[config.mk]
export PLATFORM = sky130hd
export DESIGN_NAME = serial_sub_ctrl
export DESIGN_NICKNAME = d
export VERILOG_FILES = /design/src/rtl/serial_sub_pkg.sv /design/src/rtl/nibble_sub_slice.sv /design/src/rtl/serial_sub_ctrl.sv
export SDC_FILE = /design/constraint.sdc
export NUM_CORES = 1
export LEC_CHECK = 0
export ABC_CLOCK_PERIOD_IN_PS = 3180
export BUFFER_PORTS_ARGS = -buffer_cell sky130_fd_sc_hd__buf_4
export CAP_MARGIN = 20
export CORE_ASPECT_RATIO = 0.6
export CORE_MARGIN = 2
export CORE_UTILIZATION = 47
export CTS_BUF_LIST = sky130_fd_sc_hd__clkbuf_4
export CTS_CLUSTER_DIAMETER = 120
export CTS_CLUSTER_SIZE = 20
export DETAILED_ROUTE_END_ITERATION = 8
export PLACE_DENSITY = 0.79
export SLEW_MARGIN = 20
export SYNTH_ARGS = -nofsm -noshare
export SYNTH_HDL_FRONTEND = slang
export SYNTH_HIERARCHICAL = 1
export SYNTH_SLANG_ARGS = --single-unit
[constraint.sdc]
create_clock -name clk -period 3.18 [get_ports clk]
set_clock_uncertainty 0.15 [all_clocks]
set_input_delay 0.636 -clock clk [delete_from_list [all_inputs] [get_ports clk]]
set_output_delay 0.636 -clock clk [all_outputs]
set_load 0.02 [all_outputs]
[src/rtl/serial_sub_pkg.sv]
// Shared types and constants for the nibble-serial subtract controller.
package serial_sub_pkg;

    localparam int unsigned NIB_W = 4;

    typedef enum logic [1:0] {
        IDLE = 2'd0,
        RUN  = 2'd1,
        DONE = 2'd2
    } state_e;

endpackage

[src/rtl/nibble_sub_slice.sv]
// One 4-bit subtract slice: sum = a_nib + ~b_nib + cin, with carry out.
module nibble_sub_slice
    import serial_sub_pkg::*;
(
    input  logic [NIB_W-1:0] a_nib,
    input  logic [NIB_W-1:0] b_nib,
    input  logic             cin,
    output logic [NIB_W-1:0] sum,
    output logic             cout
);

    logic [NIB_W:0] full;

    // Widen by one bit so the carry out falls into the top bit
    always_comb begin
        full = {1'b0, a_nib} + {1'b0, ~b_nib} + {{NIB_W{1'b0}}, cin};
        sum  = full[NIB_W-1:0];
        cout = full[NIB_W];
    end

endmodule

[src/rtl/serial_sub_ctrl.sv]
// Nibble-serial a - b controller: accepts an operand pair, subtracts one
// nibble per cycle LSB first, then presents diff/cout/ovf/zero until taken.
module serial_sub_ctrl
    import serial_sub_pkg::*;
#(
    parameter int unsigned WIDTH = 16
) (
    input  logic             clk,
    input  logic             rst,
    input  logic             in_valid,
    output logic             in_ready,
    input  logic [WIDTH-1:0] a,
    input  logic [WIDTH-1:0] b,
    output logic             res_valid,
    input  logic             res_ready,
    output logic [WIDTH-1:0] diff,
    output logic             cout,
    output logic             ovf,
    output logic             zero
);

    localparam int unsigned NIBS = WIDTH / NIB_W;
    localparam int unsigned CW   = $clog2(NIBS);
    localparam logic [CW-1:0] LAST_CNT = CW'(NIBS - 1);
    localparam int unsigned MSB  = WIDTH - 1;

    generate
        if ((WIDTH % NIB_W) != 0 || WIDTH < 8) begin : g_width_check
            $error("serial_sub_ctrl: WIDTH must be a multiple of 4 and at least 8");
        end
    endgenerate

    state_e           state_q, state_d;
    logic [WIDTH-1:0] a_q, b_q;
    logic [WIDTH-1:0] sum_q;
    logic [CW-1:0]    cnt_q;
    logic             carry_q;
    logic [WIDTH-1:0] diff_q;
    logic             cout_q, ovf_q, zero_q;

    logic             hs;
    logic             last_nib;
    logic [NIB_W-1:0] a_nib, b_nib, nib_sum;
    logic             nib_cout;
    logic [WIDTH-1:0] sum_merge;

    assign hs       = in_valid && in_ready;
    assign last_nib = (cnt_q == LAST_CNT);

    // Select the current operand nibbles and splice the new sum nibble into
    // the working sum; constant-index loops keep the slices static.
    always_comb begin
        a_nib     = '0;
        b_nib     = '0;
        sum_merge = sum_q;
        for (int unsigned i = 0; i < NIBS; i++) begin
            if (cnt_q == CW'(i)) begin
                a_nib = a_q[i*NIB_W +: NIB_W];
                b_nib = b_q[i*NIB_W +: NIB_W];
                sum_merge[i*NIB_W +: NIB_W] = nib_sum;
            end
        end
    end

    nibble_sub_slice u_slice (
        .a_nib (a_nib),
        .b_nib (b_nib),
        .cin   (carry_q),
        .sum   (nib_sum),
        .cout  (nib_cout)
    );

    // FSM state register
    always_ff @(posedge clk or posedge rst) begin
        if (rst) state_q <= IDLE;
        else     state_q <= state_d;
    end

    // FSM next-state logic
    always_comb begin
        state_d = state_q;
        case (state_q)
            IDLE:    if (hs) state_d = RUN;
            RUN:     if (last_nib) state_d = DONE;
            DONE:    if (res_ready) state_d = IDLE;
            default: state_d = IDLE;
        endcase
    end

    // FSM outputs
    always_comb begin
        in_ready  = (state_q == IDLE);
        res_valid = (state_q == DONE);
    end

    // Datapath: operand capture, serial accumulation, result publication.
    // The working sum lives in sum_q; diff only updates on the last nibble
    // so partial results never appear on the output.
    always_ff @(posedge clk or posedge rst) begin
        if (rst) begin
            a_q     <= '0;
            b_q     <= '0;
            sum_q   <= '0;
            cnt_q   <= '0;
            carry_q <= 1'b0;
            diff_q  <= '0;
            cout_q  <= 1'b0;
            ovf_q   <= 1'b0;
            zero_q  <= 1'b0;
        end else begin
            case (state_q)
                IDLE: begin
                    if (hs) begin
                        a_q     <= a;
                        b_q     <= b;
                        sum_q   <= '0;
                        cnt_q   <= '0;
                        carry_q <= 1'b1;
                    end
                end
                RUN: begin
                    sum_q   <= sum_merge;
                    carry_q <= nib_cout;
                    cnt_q   <= cnt_q + 1'b1;
                    if (last_nib) begin
                        diff_q <= sum_merge;
                        cout_q <= nib_cout;
                        ovf_q  <= (a_q[MSB] != b_q[MSB]) && (sum_merge[MSB] != a_q[MSB]);
                        zero_q <= (sum_merge == '0);
                    end
                end
                default: ;
            endcase
        end
    end

    assign diff = diff_q;
    assign cout = cout_q;
    assign ovf  = ovf_q;
    assign zero = zero_q;

endmodule
==> run metrics <==
setup TNS 0 ns; CP required 3.38 ns; register bit total from synthesis 72; Post-Synthesis Cell Area 0.00349 mm²; Final Cell Area 0.00445 mm²; synth unique cells 34; # DRC 0; drt wl/cell 16.2 µm; Initial Util 0.483; worst path bufs/invs 4; number of flops mapped to enable cells by yosys 0; yosys warns 6; Via density 5.34; fin. max-slew vios 0; critical path capture point type register; Startpoint Class register; Num Clock Sinks 72; largest area contributor in the netlist dfrtp_1; area delta synth->final 27.2%; Post-DP Area 0.00414 mm²; Die ar. 0.00816 mm²; CP max-delay cell dfrtp_2; CTS tree done; Longest Clk Path Bufs 2; largest net degree at the start of global routing 41; RSZ-0062 raised after global routing true; delay-heaviest family, CP compound AO/OA/AOI/OAI gates; post-DP HPWL 5.56 mm; simple-gate share of the synthesized area 0.0884; fillers 580; Pre-Repair DR Iteration Count 4; H-tree depth 3; dominant cells by area after synthesis dfrtp_1 (52%), mux2_2 (12%), a32o_1 (4.6%); Yosys top cell area share 0.516; TritonCTS Buffers 9; Max transition margin 0.529; Nets 422; antenna violations before repair 0; first-pass GRT wire length 12.8 mm; kind of critical path reg2reg; FP Rows 24; reg2reg start cnt_q[0]$_DFFE_PP0P_; io pins 57; most common flop cell mapped by yosys dfrtp_1; vias in the first global route 2549; core box area 0.00724 mm²; post-synthesis mux area share 0.159; Crit path depth 16; antenna-violating nets left 0; total global routing overflow 0; I/O Buffers 56; cell count after synthesis 298; met1 GRT Util 0.310; Max-cap violations 0; Routed WL 7.87 mm; reg2reg setup slack 0.04 ns; average size of a mapped cell 11.7 µm²; clock root buffer clkbuf_4; async set-reset flop share out of synthesis 1.00; pin slew with the least headroom to its limit 0.705 ns; worst-path cell chain inv_2 -> ha_4 -> buf_6 -> nand3b_1 -> a21oi_2 -> a21oi_2 -> o21ai_2 -> fa_2 -> inv_2 -> fa_2 -> xor2_2 -> buf_4 -> nor2_1 -> a21oi_1 -> nor2_1 -> a32o_1; GR Util met2 0.279; result of the run complete, no violations; final period utilization 0.988; Worst Reg-to-Reg Cells 16; CTS clock-pin slew for the worst setup and hold paths 0.13 ns; worst skew pair latency 0.46 ns; largest family of logic cells by synthesized area multiplexers; Final Hold Fails 0; most used routing layer met1; gr usage total 0.205; Worst path max stage delay 0.46 ns; starting DRC count in detailed routing 151; number of inserted diodes 0; Seq/Total Area, Yosys 0.516; Post-Synth Adder-Cell Area 0.0401; die height 70.8 µm; final setup fails 0; Reg-to-Reg End zero$_DFFE_PP0P_; crit path DAT 3.34 ns; met3 Usage GRT 0.0746; Min-Delay Path Class in2async; Final min period 3.14 ns; total number of vias 2589; Post-Synth XOR/XNOR Area 0.00501; die width 115 µm; Mapped Nets 344; Max Clock Freq 318 MHz; Synth Area in Compound Gates 0.139; Post-CTS Hold Buffers 0; routability cong. 0.817; maximum fanout along the worst path 3; share of layout cells above drive strength 1 0.467
[timing repair]
item,CTS,global route
gates resized for setup,13,18
pin swaps,8,14
setup endpoints to repair,2,2
buffers inserted,1,6
[flip-flops by register name (all words and copies together) (netlist names)]
register	cells
a_q	16
b_q	16
carry_q	1
cnt_q	2
cout	1
diff	16
ovf	1
state_q	2
sum_q	16
zero	1
[cell usage after synthesis, types with 2 or more instances]
| cell type | number |
|---|---|
| nor4_1 | 4 |
| nand2_1 | 28 |
| ha_1 | 8 |
| dfrtp_1 | 72 |
| a32o_1 | 16 |
| mux2i_1 | 14 |
| clkbuf_1 | 4 |
| buf_6 | 4 |
| o21ai_2 | 4 |
| fa_1 | 2 |
| buf_2 | 13 |
| nor3_1 | 4 |
| o31ai_1 | 7 |
| o21ai_0 | 17 |
| a21o_1 | 2 |
| nand3b_1 | 3 |
| inv_1 | 11 |
| a221oi_1 | 6 |
| nand2b_1 | 2 |
| mux2_2 | 37 |
| buf_4 | 2 |
| xor2_1 | 2 |
| nor2_1 | 7 |
| nor2b_1 | 9 |
| a21oi_1 | 11 |
[through the flow]
step                std cells  worst slack [ns]   util  hold WS (ns)
floorplan                 298           0.00112      -         0.308
global placement          462         -0.000100  0.572         0.318
detailed placement        462            -0.143  0.572         0.328
CTS                       479           0.00608  0.596         0.140
global route              485            -0.132  0.614         0.167
finish                    485            0.0396  0.614         0.140
[cell families after synthesis]
family | count (synthesis)
adder cells (fa/ha/maj) | 10
AO/OA/AOI/OAI | 67
buffers and inverters | 35
flip-flops | 72
XOR/XNOR | 2
AND/OR/NAND/NOR | 61
multiplexers | 51
[per-layer routing]
metal  share of wire  routed length [µm]
met4           0.013                  99
met5               0                   0
met3           0.066                 522
met2            0.42                3270
met1            0.51                3970
[worst max path at each step]
| stage | startpoint | to |
|---|---|---|
| after floorplan | cnt_q[0]$_DFFE_PP0P_ | zero$_DFFE_PP0P_ |
| after global placement | cnt_q[0]$_DFFE_PP0P_ | zero$_DFFE_PP0P_ |
| after detailed placement | cnt_q[0]$_DFFE_PP0P_ | zero$_DFFE_PP0P_ |
| after CTS | cnt_q[0]$_DFFE_PP0P_ | zero$_DFFE_PP0P_ |
| after global routing | cnt_q[1]$_DFFE_PP0P_ | zero$_DFFE_PP0P_ |
| final | cnt_q[0]$_DFFE_PP0P_ | zero$_DFFE_PP0P_ |
[placed cells by master (no fill, tap or decap), drive strengths merged, types with 8 or more instances in the layout]
master  netlist  final
inv          11     12
o21ai        21     21
nor2b        10     10
a32o         16     16
nand2        29     29
clkbuf        4      9
mux2i        14     14
mux2         37     37
a21oi        11     11
dfrtp        72     72
buf          20     91
ha            8      8
[area by class of cell]
cell class	instances	area (µm²)	share of cell area
Timing Repair Buffer	91	707	0.159
Clock inverter	7	47.5	0.0107
Inverter	11	41.3	0.00929
Sequential cell	72	1800	0.406
Multi-Input combinational cell	191	1650	0.371
Tap cell	104	130	0.0293
Clock buffer	9	67.6	0.0152
Power is not shown: default switching activity piles up to over one toggle a cycle in this logic, so the estimate is an artifact.
